==> src/rtl/sevenseg_pkg.sv <==
// Shared types, constants and the hex-to-segment table for the seven-segment scan controller.
package sevenseg_pkg;

  typedef enum logic [0:0] {
    BLANK = 1'b0,
    DRIVE = 1'b1
  } scan_state_t;

  localparam int         PWM_STEPS = 16;
  localparam logic [6:0] SEG_OFF   = 7'h7F;

  // Active-low {CA,CB,CC,CD,CE,CF,CG}; lower-case glyphs for b and d keep them distinct from 8 and 0.
  function automatic logic [6:0] hex2seg(input logic [3:0] nib);
    hex2seg = SEG_OFF;
    case (nib)
      4'h0: hex2seg = 7'b0000001;
      4'h1: hex2seg = 7'b1001111;
      4'h2: hex2seg = 7'b0010010;
      4'h3: hex2seg = 7'b0000110;
      4'h4: hex2seg = 7'b1001100;
      4'h5: hex2seg = 7'b0100100;
      4'h6: hex2seg = 7'b0100000;
      4'h7: hex2seg = 7'b0001111;
      4'h8: hex2seg = 7'b0000000;
      4'h9: hex2seg = 7'b0000100;
      4'hA: hex2seg = 7'b0001000;
      4'hB: hex2seg = 7'b1100000;
      4'hC: hex2seg = 7'b0110001;
      4'hD: hex2seg = 7'b1000010;
      4'hE: hex2seg = 7'b0110000;
      4'hF: hex2seg = 7'b0111000;
    endcase
  endfunction

endpackage

==> src/rtl/sevenseg_hex_decode.sv <==
// Registered nibble-to-segment decoder; forces all segments off while the digit is blanked.
module sevenseg_hex_decode
  import sevenseg_pkg::*;
(
  input  logic       clk,
  input  logic       rstn,
  input  logic [3:0] i_nibble,
  input  logic       i_blank,
  output logic [6:0] o_seg
);

  logic [6:0] seg_d;
  logic [6:0] seg_q;

  // NOTE: combinational blocks use blocking '=', clocked blocks use '<=' so every flop samples pre-edge values.
  always_comb begin
    seg_d = i_blank ? SEG_OFF : hex2seg(i_nibble);
  end

  always_ff @(posedge clk or negedge rstn) begin
    if (!rstn) begin
      seg_q <= SEG_OFF;
    end else begin
      seg_q <= seg_d;
    end
  end

  assign o_seg = seg_q;

endmodule

==> src/rtl/sevenseg_scan_ctrl.sv <==
// Multiplexed common-anode seven-segment scanner with PWM brightness, dead-time and frame-synchronous updates.
// Define SEVSEG_DP_EN to drive the decimal points; otherwise i_dp is ignored and o_dp is held off.
module sevenseg_scan_ctrl
  import sevenseg_pkg::*;
#(
  parameter int NUM_DIGITS  = 8,
  parameter int STEP_CYCLES = 195,
  parameter int DEAD_CYCLES = 16
) (
  input  logic                    clk,
  input  logic                    rstn,
  input  logic                    i_load,
  input  logic [4*NUM_DIGITS-1:0] i_digits,
  input  logic [NUM_DIGITS-1:0]   i_en,
  input  logic [NUM_DIGITS-1:0]   i_dp,
  input  logic [3:0]              i_bright,
  output logic [NUM_DIGITS-1:0]   o_an,
  output logic [6:0]              o_seg,
  output logic                    o_dp,
  output logic                    o_pending,
  output logic                    o_frame
);

  if (NUM_DIGITS < 1 || NUM_DIGITS > 16) begin : g_bad_num_digits
    $error("sevenseg_scan_ctrl: NUM_DIGITS must be in 1..16");
  end
  if (STEP_CYCLES < 1) begin : g_bad_step_cycles
    $error("sevenseg_scan_ctrl: STEP_CYCLES must be at least 1");
  end
  if (DEAD_CYCLES < 1) begin : g_bad_dead_cycles
    $error("sevenseg_scan_ctrl: DEAD_CYCLES must be at least 1");
  end

  // One cycle counter serves both phases, so it is sized for the longer of the two.
  localparam int CNT_MAX = ((STEP_CYCLES > DEAD_CYCLES) ? STEP_CYCLES : DEAD_CYCLES) - 1;
  localparam int CNT_W   = $clog2(CNT_MAX) + 1;
  localparam int STEP_W  = $clog2(PWM_STEPS - 1) + 1;
  localparam int IDX_W   = $clog2(NUM_DIGITS - 1) + 1;

  localparam logic [CNT_W-1:0]  DEAD_LAST = CNT_W'(DEAD_CYCLES - 1);
  localparam logic [CNT_W-1:0]  STEP_LAST = CNT_W'(STEP_CYCLES - 1);
  localparam logic [STEP_W-1:0] K_LAST    = STEP_W'(PWM_STEPS - 1);
  localparam logic [IDX_W-1:0]  IDX_LAST  = IDX_W'(NUM_DIGITS - 1);

  scan_state_t           state_q, state_d;
  logic [IDX_W-1:0]      idx_q, idx_d;
  logic [CNT_W-1:0]      cnt_q, cnt_d;
  logic [STEP_W-1:0]     step_q, step_d;
  logic                  frame_q, frame_d;
  logic [NUM_DIGITS-1:0] an_q, an_d;
  logic                  pending_q, pending_d;

  logic [4*NUM_DIGITS-1:0] pend_digits_q, pend_digits_d, act_digits_q, act_digits_d;
  logic [NUM_DIGITS-1:0]   pend_en_q, pend_en_d, act_en_q, act_en_d;
  logic [3:0]              pend_bright_q, pend_bright_d, act_bright_q, act_bright_d;

  logic lit;
  logic apply;

  // The boundary is the cycle o_frame is high, so a load in that same cycle lands after the swap.
  assign apply = frame_q & pending_q;

  // NOTE: every signal written here gets a default first so no path through the block leaves a latch.
  always_comb begin
    state_d = state_q;
    idx_d   = idx_q;
    cnt_d   = cnt_q;
    step_d  = step_q;
    frame_d = 1'b0;

    case (state_q)
      BLANK: begin
        if (cnt_q == DEAD_LAST) begin
          state_d = DRIVE;
          cnt_d   = '0;
          step_d  = '0;
        end else begin
          cnt_d = cnt_q + 1'b1;
        end
      end
      DRIVE: begin
        if (cnt_q == STEP_LAST) begin
          cnt_d = '0;
          if (step_q == K_LAST) begin
            state_d = BLANK;
            step_d  = '0;
            if (idx_q == IDX_LAST) begin
              idx_d   = '0;
              frame_d = 1'b1;
            end else begin
              idx_d = idx_q + 1'b1;
            end
          end else begin
            step_d = step_q + 1'b1;
          end
        end else begin
          cnt_d = cnt_q + 1'b1;
        end
      end
      default: state_d = BLANK;
    endcase

    lit  = (state_q == DRIVE) && act_en_q[idx_q] && (step_q <= STEP_W'(act_bright_q));
    an_d = '1;
    if (lit) begin
      an_d[idx_q] = 1'b0;
    end
  end

  always_comb begin
    pend_digits_d = i_load ? i_digits : pend_digits_q;
    pend_en_d     = i_load ? i_en     : pend_en_q;
    pend_bright_d = i_load ? i_bright : pend_bright_q;

    act_digits_d  = apply ? pend_digits_q : act_digits_q;
    act_en_d      = apply ? pend_en_q     : act_en_q;
    act_bright_d  = apply ? pend_bright_q : act_bright_q;

    if (i_load) begin
      pending_d = 1'b1;
    end else if (apply) begin
      pending_d = 1'b0;
    end else begin
      pending_d = pending_q;
    end
  end

  always_ff @(posedge clk or negedge rstn) begin
    if (!rstn) begin
      state_q       <= BLANK;
      idx_q         <= '0;
      cnt_q         <= '0;
      step_q        <= '0;
      frame_q       <= 1'b0;
      an_q          <= '1;
      pending_q     <= 1'b0;
      // NOTE: the data registers are reset as well so the display comes up dark instead of showing power-up garbage.
      pend_digits_q <= '0;
      pend_en_q     <= '0;
      pend_bright_q <= '0;
      act_digits_q  <= '0;
      act_en_q      <= '0;
      act_bright_q  <= '0;
    end else begin
      state_q       <= state_d;
      idx_q         <= idx_d;
      cnt_q         <= cnt_d;
      step_q        <= step_d;
      frame_q       <= frame_d;
      an_q          <= an_d;
      pending_q     <= pending_d;
      pend_digits_q <= pend_digits_d;
      pend_en_q     <= pend_en_d;
      pend_bright_q <= pend_bright_d;
      act_digits_q  <= act_digits_d;
      act_en_q      <= act_en_d;
      act_bright_q  <= act_bright_d;
    end
  end

  // The decoder registers internally, keeping o_seg aligned with the registered anodes.
  sevenseg_hex_decode u_hex_decode (
    .clk      (clk),
    .rstn     (rstn),
    .i_nibble (act_digits_q[{idx_q, 2'b00} +: 4]),
    .i_blank  (~lit),
    .o_seg    (o_seg)
  );

`ifdef SEVSEG_DP_EN
  logic [NUM_DIGITS-1:0] pend_dp_q, pend_dp_d, act_dp_q, act_dp_d;
  logic                  dp_q, dp_d;

  always_comb begin
    pend_dp_d = i_load ? i_dp : pend_dp_q;
    act_dp_d  = apply ? pend_dp_q : act_dp_q;
    dp_d      = ~(lit & act_dp_q[idx_q]);
  end

  always_ff @(posedge clk or negedge rstn) begin
    if (!rstn) begin
      pend_dp_q <= '0;
      act_dp_q  <= '0;
      dp_q      <= 1'b1;
    end else begin
      pend_dp_q <= pend_dp_d;
      act_dp_q  <= act_dp_d;
      dp_q      <= dp_d;
    end
  end

  assign o_dp = dp_q;
`else
  logic unused_dp;
  assign unused_dp = ^i_dp;
  assign o_dp      = 1'b1;
`endif

  assign o_an      = an_q;
  assign o_pending = pending_q;
  assign o_frame   = frame_q;

endmodule

==> config.mk <==
export PLATFORM = sky130hd
export DESIGN_NAME = sevenseg_scan_ctrl
export DESIGN_NICKNAME = d
export VERILOG_FILES = /design/src/rtl/sevenseg_pkg.sv /design/src/rtl/sevenseg_hex_decode.sv /design/src/rtl/sevenseg_scan_ctrl.sv
export SDC_FILE = /design/constraint.sdc
export NUM_CORES = 1
export LEC_CHECK = 0
export BUFFER_PORTS_ARGS = -buffer_cell sky130_fd_sc_hd__buf_2
export CELL_PAD_IN_SITES_DETAIL_PLACEMENT = 1
export CELL_PAD_IN_SITES_GLOBAL_PLACEMENT = 2
export CORE_UTILIZATION = 33
export CTS_CLUSTER_DIAMETER = 80
export CTS_CLUSTER_SIZE = 10
export DETAILED_ROUTE_END_ITERATION = 7
export PLACE_DENSITY_LB_ADDON = 0.2
export SLEW_MARGIN = 10
export SYNTH_ARGS = -nofsm -noshare
export SYNTH_HDL_FRONTEND = slang
export SYNTH_SLANG_ARGS = --single-unit
==> constraint.sdc <==
create_clock -name clk -period 2.9 [get_ports clk]
set_clock_uncertainty 0.2 [all_clocks]
set_input_delay 0.58 -clock clk [delete_from_list [all_inputs] [get_ports clk]]
set_output_delay 0.58 -clock clk [all_outputs]
set_load 0.05 [all_outputs]
==> impl_metrics.csv, run 1 <==
group,metric,value,unit
worst_setup_path,crit_type,"reg2reg",
worst_setup_path,crit_required,3.01,ns
die,die_y,131.4,um
sta,worst_slew_pin_slew,0.5952,ns
worst_setup_path,worstSetupStartpointType,"flip-flop",
global_routing,grt_first_pass_wirelength,20380,um
place,gp_congestion,0.7365,
status,violations,"hold timing",
drt,drtIter0Drc,106,
cells_and_area,fin_area,6784,um2
power_and_ir_drop,power.density,637.9,nW/um2
synth,synth_common_cells,"dfrtp_1 (109), mux2_2 (94), nand2_1 (22), nor2_1 (18), dfstp_2 (15)",
sta,rsz0062_at_grt,"no",
clock_tree,post_cts_buffers,0,
clock_tree,clockRootBuffer,"clkbuf_16",
synth,synth.distinct_cells,58,
synth,synth.most_common_cell,"dfrtp_1",
power_and_ir_drop,p_total,4.328,mW
drt,avgRoutedWirePerCell,16.28,um
clock_tree,post_cts_resized,0,
drt,drc_errors,0,
worst_setup_path,arrival,2.75,ns
cells_and_area,regArea,3122,um2
synth,synth.largest_area_cell,"dfrtp_1",
worst_setup_path,worstRegToRegCells,10,
power_and_ir_drop,leakagePower,3.068,nW
drt,via_per_inst,4.779,
cells_and_area,area_delta_synth_final,22.73,%
place,dpl.hpwl,8200,um
sta,period_share,91.18,%
clock_tree,cts_max_path_buffers,2,
synth,synth_nets,483,
global_routing,antenna_found_initial,0,
synth,syn_inst,414,
global_routing,grt_overflow_total,0,
clock_tree,cts_tree,"yes",
drt,wl,11730,um
sta,drv_slew,0,
die,ios,73,
clock_tree,holdBufCountCts,0,
global_routing,grtUsageTotal,15.21,%
clock_tree,path_clk_slew,0.06,ns
die,dieArea,17270,um2
cells_and_area,num_antenna_cells,0,
drt,ant_nets,0,
clock_tree,htreeDepth,4,
synth,synthesis.area,5528,um2
sta,finalSetupViolations,0,
synth,synth_area_leaders,"dfrtp_1 (49%), mux2_2 (19%), dfstp_2 (7.1%)",
sta,fmax,378.2,MHz
worst_setup_path,rr_startpoint,"idx_q[1]",
clock_tree,cts_sinks,124,
synth,synth_top_area_share,49.34,%
sta,hold_viol,2,
synth,synth_warnings,0,
place,dpl_cell_area,6128,um2
sta,finalCriticalPeriod,2.644,ns
place,io_buffers,63,
worst_hold_path,hold_class,"in2async",
die,dieWidth,131.4,um
power_and_ir_drop,irDropWorstVdd,0.0004046,V
worst_setup_path,end_kind,"flip-flop",
die,core_area,16120,um2
cells_and_area,multi_input_area,2232,um2
worst_setup_path,rrSetupSlack,0.26,ns
die,start_util,34.30,%
status,status,"complete, but fails checks",
sta,slew_headroom,60.18,%
cells_and_area,fill_cells,1709,
sta,hold_ws,-0.002429,ns
clock_tree,clock_latency,0.42,ns
die,placementRows,46,
global_routing,grt_pass1_vias,3850,
cells_and_area,final_nets,560,
synth,synth_ff_type,"dfrtp_1",
worst_setup_path,timing.rr.end,"u_hex_decode.o_seg[6]",
global_routing,grt_max_degree,81,
job,cap_viol_max_count,0,
drt,drt_first_pass_iters,4,
synth,ys_seq_area_share,56.47,%
cells_and_area,drive_gt1_share,45.24,%
synth,ys_ff_latch,124,
worst_setup_path,crit_path_max_fanout,10,
clock_tree,cts_inserted_buffers,17,
synth,synth_edf_count,0,
drt,vias,3441,
synth,synth.avg_cell_area,13.35,um2
sta,finalSetupTns,0,ns
synth,synthArstFlopShare,100.0,%
layout by cell type (no fill, tap or decap), types with 2 or more instances in the layout:
master      Yosys  layout
dfstp_2        15      15
bufinv_16       0       5
mux4_1          2       2
nand2_1        22      21
dfrtp_1       109     109
clkbuf_1        8       2
mux2_2         94      94
nor3_1          7       7
nor3b_1         4       4
nand3_1        10      10
buf_4           1      14
mux2i_1        12      12
a31oi_1         2       2
inv_6           0       2
xor2_1          4       4
ha_1           14      14
nor4_1          2       2
nand4_1         3       3
and3_1          2       2
buf_12          1       2
o21ai_0         7       7
a22oi_1         2       2
a21boi_0        3       3
o211ai_1        6       6
clkbuf_16       0      17
buf_2           5      62
xnor2_1         6       6
a211oi_1        2       2
nor2_1         18      18
a21oi_1         8       8
clkinvlp_4      0       2
inv_1          12      12
a21o_1          2       2
clkinv_4        0       3
sequential cells by signal, summed over array words and instances (netlist names):
name / cells
pend_digits_q: 32
o_an: 8
o_pending: 1
act_en_q: 8
step_q: 5
o_frame: 1
act_digits_q: 32
idx_q: 4
u_hex_decode.o_seg: 7
state_q: 1
cnt_q: 9
pend_en_q: 8
pend_bright_q: 4
act_bright_q: 4
where the power goes:
group / internal [mW] / switching (mW) / leakage, nW
combinational: 0.0820 / 0.0723 / 1.20
clock: 1.56 / 0.790 / 0.311
sequential: 1.79 / 0.0333 / 1.56
total: 3.43 / 0.895 / 3.07
cell families (layout without fill, tap and decap cells):
| family | count (synthesis) | after routing | synth area share, % |
|---|---|---|---|
| other | 1 | 1 | 0.06784 |
| DFF | 124 | 124 | 56.47 |
| muxes | 108 | 108 | 22.27 |
| AOI/OAI and AO/OA | 42 | 42 | 5.183 |
| xor gates and xnor gates | 10 | 10 | 1.584 |
| and+or+nand+nor | 82 | 82 | 8.058 |
| adders and majority gates | 14 | 14 | 3.169 |
| buffers and inverters | 33 | 123 | 3.191 |
worst max-delay path, stage by stage (launching register included):
cell and delay, ns:
dfrtp_1 0.57, mux2_2 0.38, a22oi_1 0.18, o221a_2 0.25, nor2_1 0.09, inv_1 0.14, ha_1 0.17, inv_1 0.07
nor3_1 0.18, a31oi_1 0.06, o211ai_1 0.23
worst max path at each step:
stage                         from                    end  cells past startpoint
after floorplan           idx_q[0]  u_hex_decode.o_seg[3]                     10
after global placement    idx_q[0]  u_hex_decode.o_seg[6]                      8
after detailed placement  idx_q[1]  u_hex_decode.o_seg[6]                     10
after CTS                 idx_q[1]  u_hex_decode.o_seg[6]                     10
after global routing      idx_q[1]  u_hex_decode.o_seg[6]                     10
final                     idx_q[1]  u_hex_decode.o_seg[6]                     10
stage by stage:
stage / std cells / utilization, % / hold slack, ns / worst slack [ns]
5_1_grt: 720 / 42.10 / 0.02781 / 0.07356
4_1_cts: 720 / 42.10 / 0.01360 / 0.2518
3_5_place_dp: 688 / 38.03 / 0.2750 / 0.2802
3_3_place_gp: 688 / 38.03 / 0.2593 / 0.3286
6_report: 720 / 42.10 / -0.002429 / 0.2559
2_1_floorplan: 414 / - / 0.08441 / 0.4618
layer usage:
metal	global-route usage (%)	up-vias	routed length, um
met2	24.60	53	5645
met5	0	-	0
met4	6.008	0	164
li1	-	1634	-
met3	4.205	12	369
met1	19.21	1742	5545
final cells by class:
type | count | area share [%]
flip-flops and latches | 124 | 46.02
multi-input cells | 257 | 32.90
repair buffers | 78 | 6.713
clock buffers | 20 | 6.584
well taps | 216 | 3.984
clock inverters | 12 | 3.080
inverters | 13 | 0.7193
(Power assumes the default switching activity.)
==> inputs of run 2 (changes only) <==
--- a/config.mk
+++ b/config.mk
@@ -6,9 +6,11 @@
 export NUM_CORES = 1
 export LEC_CHECK = 0
 export BUFFER_PORTS_ARGS = -buffer_cell sky130_fd_sc_hd__buf_2
+export CAP_MARGIN = 15
 export CELL_PAD_IN_SITES_DETAIL_PLACEMENT = 1
 export CELL_PAD_IN_SITES_GLOBAL_PLACEMENT = 2
 export CORE_UTILIZATION = 33
+export CTS_BUF_LIST = sky130_fd_sc_hd__clkbuf_4 sky130_fd_sc_hd__clkbuf_8
 export CTS_CLUSTER_DIAMETER = 80
 export CTS_CLUSTER_SIZE = 10
 export DETAILED_ROUTE_END_ITERATION = 7
==> run 2 against run 1 <==
  * The flow now finishes without violations
  * Global-route usage decreased by 0.25 points
  * Utilization down 1.1 points
  * Worst hold slack improved by 0.16 ns
  * Clock-buffer cell count is the same
  * Cell area fell by 2.6%
  * Sequential share of layout area rose by 1.2 points
  * Via count grew 0.67%
  * Critical endpoint unchanged
  * Largest cell class unchanged
==> impl_metrics.csv, run 2 (same netlist as run 1, synthesis figures left out) <==
group,metric,value,unit
status,status,"finished, final reports clean",
job,cap_viol_max_count,0,
worst_setup_path,crit_type,"reg2reg",
global_routing,antenna_found_initial,0,
power_and_ir_drop,pwr-share-seq,48.4,%
power_and_ir_drop,power.density,570.4,nW/um2
sta,drv_slew,0,
power_and_ir_drop,irDropWorstVdd,0.0004570,V
clock_tree,post_cts_resized,0,
sta,fmax,379.3,MHz
cells_and_area,multi_input_area,2232,um2
place,gp_congestion,0.7365,
die,dieArea,17270,um2
global_routing,grt_overflow_total,0,
global_routing,grt_pass1_vias,3862,
cells_and_area,fill_cells,1723,
drt,ant_nets,0,
cells_and_area,final_cell_mix,"dfrtp_1 (109), mux2_2 (94), buf_2 (62)",
drt,drtIter0Drc,127,
worst_setup_path,crit_required,3.04,ns
power_and_ir_drop,power.share.clock,47.5,%
place,place_ws,0.2802,ns
drt,drt_first_pass_iters,6,
global_routing,grt_first_pass_wirelength,20040,um
die,start_util,34.30,%
cells_and_area,regArea,3122,um2
cells_and_area,drive_gt1_share,45.54,%
sta,finalSetupViolations,0,
cells_and_area,num_antenna_cells,0,
die,core_area,16120,um2
drt,wl,11560,um
sta,finalSetupTns,0,ns
die,die_y,131.4,um
worst_setup_path,worstSetupStartpointType,"flip-flop",
sta,slew_headroom,61.24,%
place,dpl.hpwl,8200,um
clock_tree,clockRootBuffer,"clkbuf_8",
drt,drc_errors,0,
global_routing,grtUsageTotal,14.97,%
worst_hold_path,hold_class,"in2reg",
worst_setup_path,end_kind,"flip-flop",
clock_tree,htreeDepth,4,
die,dieWidth,131.4,um
clock_tree,cts_sinks,124,
place,io_buffers,63,
sta,hold_viol,0,
worst_setup_path,max_stage_delay,0.57,ns
drt,vias,3464,
clock_tree,cts_tree,"yes",
power_and_ir_drop,leakagePower,2.992,nW
die,ios,73,
power_and_ir_drop,p_sw_share,21.82,%
power_and_ir_drop,p_switching,0.8227,mW
sta,finalCriticalPeriod,2.637,ns
worst_setup_path,crit_path_frequent_cell,"inv_1",
die,placementRows,46,
clock_tree,cts_inserted_buffers,17,
sta,worst_slew_pin_slew,0.5794,ns
worst_setup_path,cp_top_family,"compound AO/OA/AOI/OAI gates",
power_and_ir_drop,pwr-share-comb,4.1,%
worst_setup_path,slowest_stage,"dfrtp_1",
clock_tree,cts_max_path_buffers,2,
drt,via_per_inst,4.804,
sta,period_share,90.92,%
worst_setup_path,crit_path_max_fanout,10,
cells_and_area,mostFrequentLayoutCell,"dfrtp_1",
worst_setup_path,path_buf_inv,2,
drt,avgRoutedWirePerCell,16.04,um
worst_setup_path,crit_chain,"mux2_2 > a22oi_1 > o221a_2 > nor2_1 > inv_1 > ha_1 > inv_1 > nor3_1 > a31oi_1 > o211ai_1",
cells_and_area,top_regs,"act_digits_q x32, pend_digits_q x32, cnt_q x9",
sta,fin_ws,0.2633,ns
cells_and_area,area_delta_synth_final,19.58,%
sta,rsz0062_at_grt,"no",
cells_and_area,final_nets,561,
clock_tree,clock_latency,0.45,ns
worst_setup_path,arrival,2.77,ns
global_routing,grt_max_degree,81,
power_and_ir_drop,internal-power,2.948,mW
clock_tree,path_clk_slew,0.08,ns
-- run 2: power groups by stage --
stage	logic (mW)	registers (mW)	clock network, mW
after floorplan	0.0784	1.84	0
after global placement	0.154	1.86	0
after detailed placement	0.159	1.86	0
after CTS	0.161	1.83	1.85
after global routing	0.175	1.83	1.93
final	0.155	1.82	1.79
-- run 2: what timing repair did --
item | 4_1_cts | 5_1_grt
hold endpoints to repair | 65 | 0
hold buffers | 1 | 0
buffers inserted | 0 | 0
-- run 2: path summary, 6_finish.rpt --
check / slack, ns / endpoint / cells past startpoint / from
worst min-delay path: 0.16 / pend_digits_q[12] / 2 / i_digits[12]
worst max-delay path: 0.26 / u_hex_decode.o_seg[6] / 10 / idx_q[1]
worst max register to register: 0.26 / u_hex_decode.o_seg[6] / 10 / idx_q[1]
min in group asynchronous: 0.51 / o_frame / 3 / rstn
worst min register to register: 0.29 / cnt_q[8] / 1 / cnt_q[8]
max in group asynchronous: 1.52 / act_en_q[6] / 3 / rstn
-- run 2: metrics by stage --
stage               util (%)  instance area, um2  cells  total power [mW]  hold slack (ns)
finish                 41.02                6610    721             3.771           0.1573
global route           41.02                6610    721             3.936           0.1195
CTS                    41.02                6610    721             3.834           0.1266
detailed placement     38.03                6128    688             2.019           0.2750
global placement       38.03                6128    688             2.011           0.2593
floorplan                  -                5528    414             1.921          0.08441
-- run 2: metal layers --
layer,global-route usage [%],routed length [um],up-vias
li1,-,-,1637
met1,18.65,5450,1759
met2,24.40,5571,53
met3,4.205,365,15
met4,6.008,177,0
met5,0,0,-
-- run 2: layout make-up --
class | instances | area share (%)
clock buffer | 20 | 3.975
clock inverter | 12 | 3.161
inverter | 13 | 0.7382
multi-input combinational | 257 | 33.77
sequential | 124 | 47.23
tap | 216 | 4.089
timing repair buffer | 79 | 7.041
==> inputs of run 3 (changes only) <==
==> constraint.sdc (replaced) <==
create_clock -name clk -period 2.9 [get_ports clk]
set_clock_uncertainty 0.2 [all_clocks]
set_input_delay 0.435 -clock clk [delete_from_list [all_inputs] [get_ports clk]]
set_output_delay 0.435 -clock clk [all_outputs]
set_load 0.05 [all_outputs]
==> run 3 against run 2 <==
  * Sequential share of layout area shrank 1.6 points
  * Via count is 2.0% higher
  * Setup slack worse by 0.024 ns
  * Largest cell class unchanged
  * Largest power group unchanged
  * Highest routed layer unchanged
==> impl_metrics.csv, run 3 (same netlist as run 1, synthesis figures left out) <==
group,metric,value,unit
sta,hold_ws,0.03391,ns
global_routing,grt_overflow_total,0,
cells_and_area,finish.utilization,42.45,%
power_and_ir_drop,pwr-share-seq,48.2,%
sta,rsz0062_at_grt,"no",
worst_setup_path,crit_path_max_fanout,9,
worst_setup_path,worstSetupStartpointType,"flip-flop",
worst_setup_path,crit_path_frequent_cell,"buf_4",
worst_setup_path,rrSetupSlack,0.24,ns
sta,hold_viol,0,
drt,met3_length,353,um
clock_tree,cts_tree,"yes",
status,status,"finished, final reports clean",
clock_tree,post_cts_buffers,0,
cells_and_area,final_nets,584,
drt,avgRoutedWirePerCell,15.59,um
worst_setup_path,worstRegToRegCells,8,
die,dieWidth,131.4,um
worst_setup_path,crit_type,"reg2reg",
global_routing,grt_max_degree,125,
cells_and_area,drive_gt1_share,43.37,%
place,dp.cells,687,
drt,met1_length,5418,um
drt,drtIter0Drc,138,
global_routing,antenna_found_initial,0,
worst_setup_path,crit_required,3.04,ns
worst_setup_path,cp_top_family,"simple AND/OR/NAND/NOR gates",
drt,wl_met2,5652,um
power_and_ir_drop,leakagePower,3.087,nW
job,cap_viol_max_count,0,
global_routing,grt_first_pass_wirelength,19910,um
worst_hold_path,hold_class,"in2reg",
worst_setup_path,crit_chain,"buf_4 > buf_4 > mux2i_1 > o32ai_1 > or3_1 > nor3_1 > a31oi_1 > o211ai_1",
clock_tree,htreeDepth,4,
cells_and_area,mostFrequentLayoutCell,"dfrtp_1",
sta,finalCriticalPeriod,2.661,ns
power_and_ir_drop,p_total,3.785,mW
worst_setup_path,slowest_stage,"or3_1",
cells_and_area,final_cell_mix,"dfrtp_1 (109), mux2_2 (94), buf_2 (62)",
sta,drv_slew,0,
cells_and_area,top_regs,"act_digits_q x32, pend_digits_q x32, cnt_q x9",
drt,drc_errors,0,
drt,via_per_inst,4.747,
sta,finalSetupTns,0,ns
worst_setup_path,max_stage_delay,0.47,ns
power_and_ir_drop,p_sw_share,21.89,%
power_and_ir_drop,irDropWorstVdd,0.0003798,V
clock_tree,clock_latency,0.44,ns
worst_hold_path,whs_path_depth,2,
clock_tree,cts_max_path_buffers,2,
global_routing,grtUsageTotal,14.82,%
sta,fmax,375.8,MHz
worst_setup_path,arrival,2.80,ns
cells_and_area,fill_cells,1723,
die,die_y,131.4,um
sta,slew_headroom,55.49,%
die,placementRows,46,
place,dpl.hpwl,8059,um
drt,wl,11600,um
power_and_ir_drop,p_switching,0.8286,mW
worst_setup_path,rr_startpoint,"idx_q[0]",
sta,finalSetupViolations,0,
power_and_ir_drop,internal-power,2.957,mW
power_and_ir_drop,power.share.clock,47.1,%
cells_and_area,final_cells,744,
die,dieArea,17270,um2
drt,ant_nets,0,
clock_tree,path_clk_slew,0.08,ns
drt,drt_first_pass_iters,4,
power_and_ir_drop,pwr-share-comb,4.7,%
power_and_ir_drop,power.density,553.3,nW/um2
die,ios,73,
cells_and_area,area_delta_synth_final,23.74,%
global_routing,grt_pass1_vias,3811,
die,core_area,16120,um2
worst_setup_path,path_buf_inv,2,
drt,vias,3532,
clock_tree,cts_inserted_buffers,17,
clock_tree,clockRootBuffer,"clkbuf_8",
drt,routed.top_layer,"met4",
sta,period_share,91.75,%
worst_setup_path,timing.rr.end,"u_hex_decode.o_seg[6]",
place,io_buffers,63,
worst_setup_path,end_kind,"flip-flop",
place,gp_congestion,0.7418,
die,start_util,34.30,%
worst_hold_path,holdPathEnd,"pend_en_q[7]",
sta,worst_slew_pin_slew,0.6677,ns
worst_hold_path,min-delay-start,"i_en[7]",
clock_tree,cts_sinks,124,
cells_and_area,num_antenna_cells,0,
run 3: cell types whose count changed in the layout (fill, tap and decap cells not counted), sizes merged:
| cell | delta |
|---|---|
| buf | -1 |
| clkbuf | -1 |
| clkinv | +1 |
| dlygate4sd3 | +24 |
run 3: worst max-delay path by stage:
stage / depth (start not counted) / slack (ns) / end / from
global placement: 8 / 0.33 / u_hex_decode.o_seg[6] / idx_q[0]
global route: 10 / 0.03 / u_hex_decode.o_seg[6] / idx_q[1]
finish: 8 / 0.24 / u_hex_decode.o_seg[6] / idx_q[0]
floorplan: 10 / 0.46 / u_hex_decode.o_seg[3] / idx_q[0]
CTS: 10 / 0.24 / u_hex_decode.o_seg[6] / idx_q[1]
detailed placement: 10 / 0.27 / u_hex_decode.o_seg[6] / idx_q[1]
run 3: worst register-to-register path, delay by kind of cell (launching register included):
kind / cells / cell delay, ns
AOI/OAI and AO/OA: 3 / 0.48
buffers and inverters: 2 / 0.44
DFF: 1 / 0.46
muxes: 1 / 0.31
and+or+nand+nor: 2 / 0.68
run 3: power groups by stage:
stage	logic [mW]	clock network (mW)	registers [mW]
2_1_floorplan	0.0784	0	1.84
3_3_place_gp	0.151	0	1.86
3_5_place_dp	0.157	0	1.86
4_1_cts	0.183	1.84	1.83
5_1_grt	0.199	1.90	1.83
6_report	0.178	1.78	1.83
run 3: area by class of cell:
| class | instances | area, um2 | share of cell area, % |
|---|---|---|---|
| Sequential cell | 124 | 3122 | 45.64 |
| Multi-Input combinational cell | 257 | 2232 | 32.63 |
| Timing Repair Buffer | 102 | 698.2 | 10.21 |
| Tap cell | 216 | 270.3 | 3.951 |
| Clock buffer | 19 | 255.2 | 3.731 |
| Clock inverter | 13 | 214.0 | 3.128 |
| Inverter | 13 | 48.80 | 0.7134 |
run 3: routing by layer:
metal  track usage, %  up-vias
li1                 -     1681
met1            19.06     1786
met2            23.72       53
met3            3.897       12
met4            5.814        0
met5                0        -
run 3: through the flow:
| stage | area (um2) | setup slack, ns |
|---|---|---|
| 2_1_floorplan | 5528 | 0.4618 |
| 3_3_place_gp | 6121 | 0.3276 |
| 3_5_place_dp | 6121 | 0.2669 |
| 4_1_cts | 6840 | 0.2431 |
| 5_1_grt | 6840 | 0.03458 |
| 6_report | 6840 | 0.2391 |
run 3: repair_timing:
action / in CTS / in global routing
hold buffers: 25 / 0
hold endpoints to repair: 133 / 0
gates resized for setup: 0 / 0
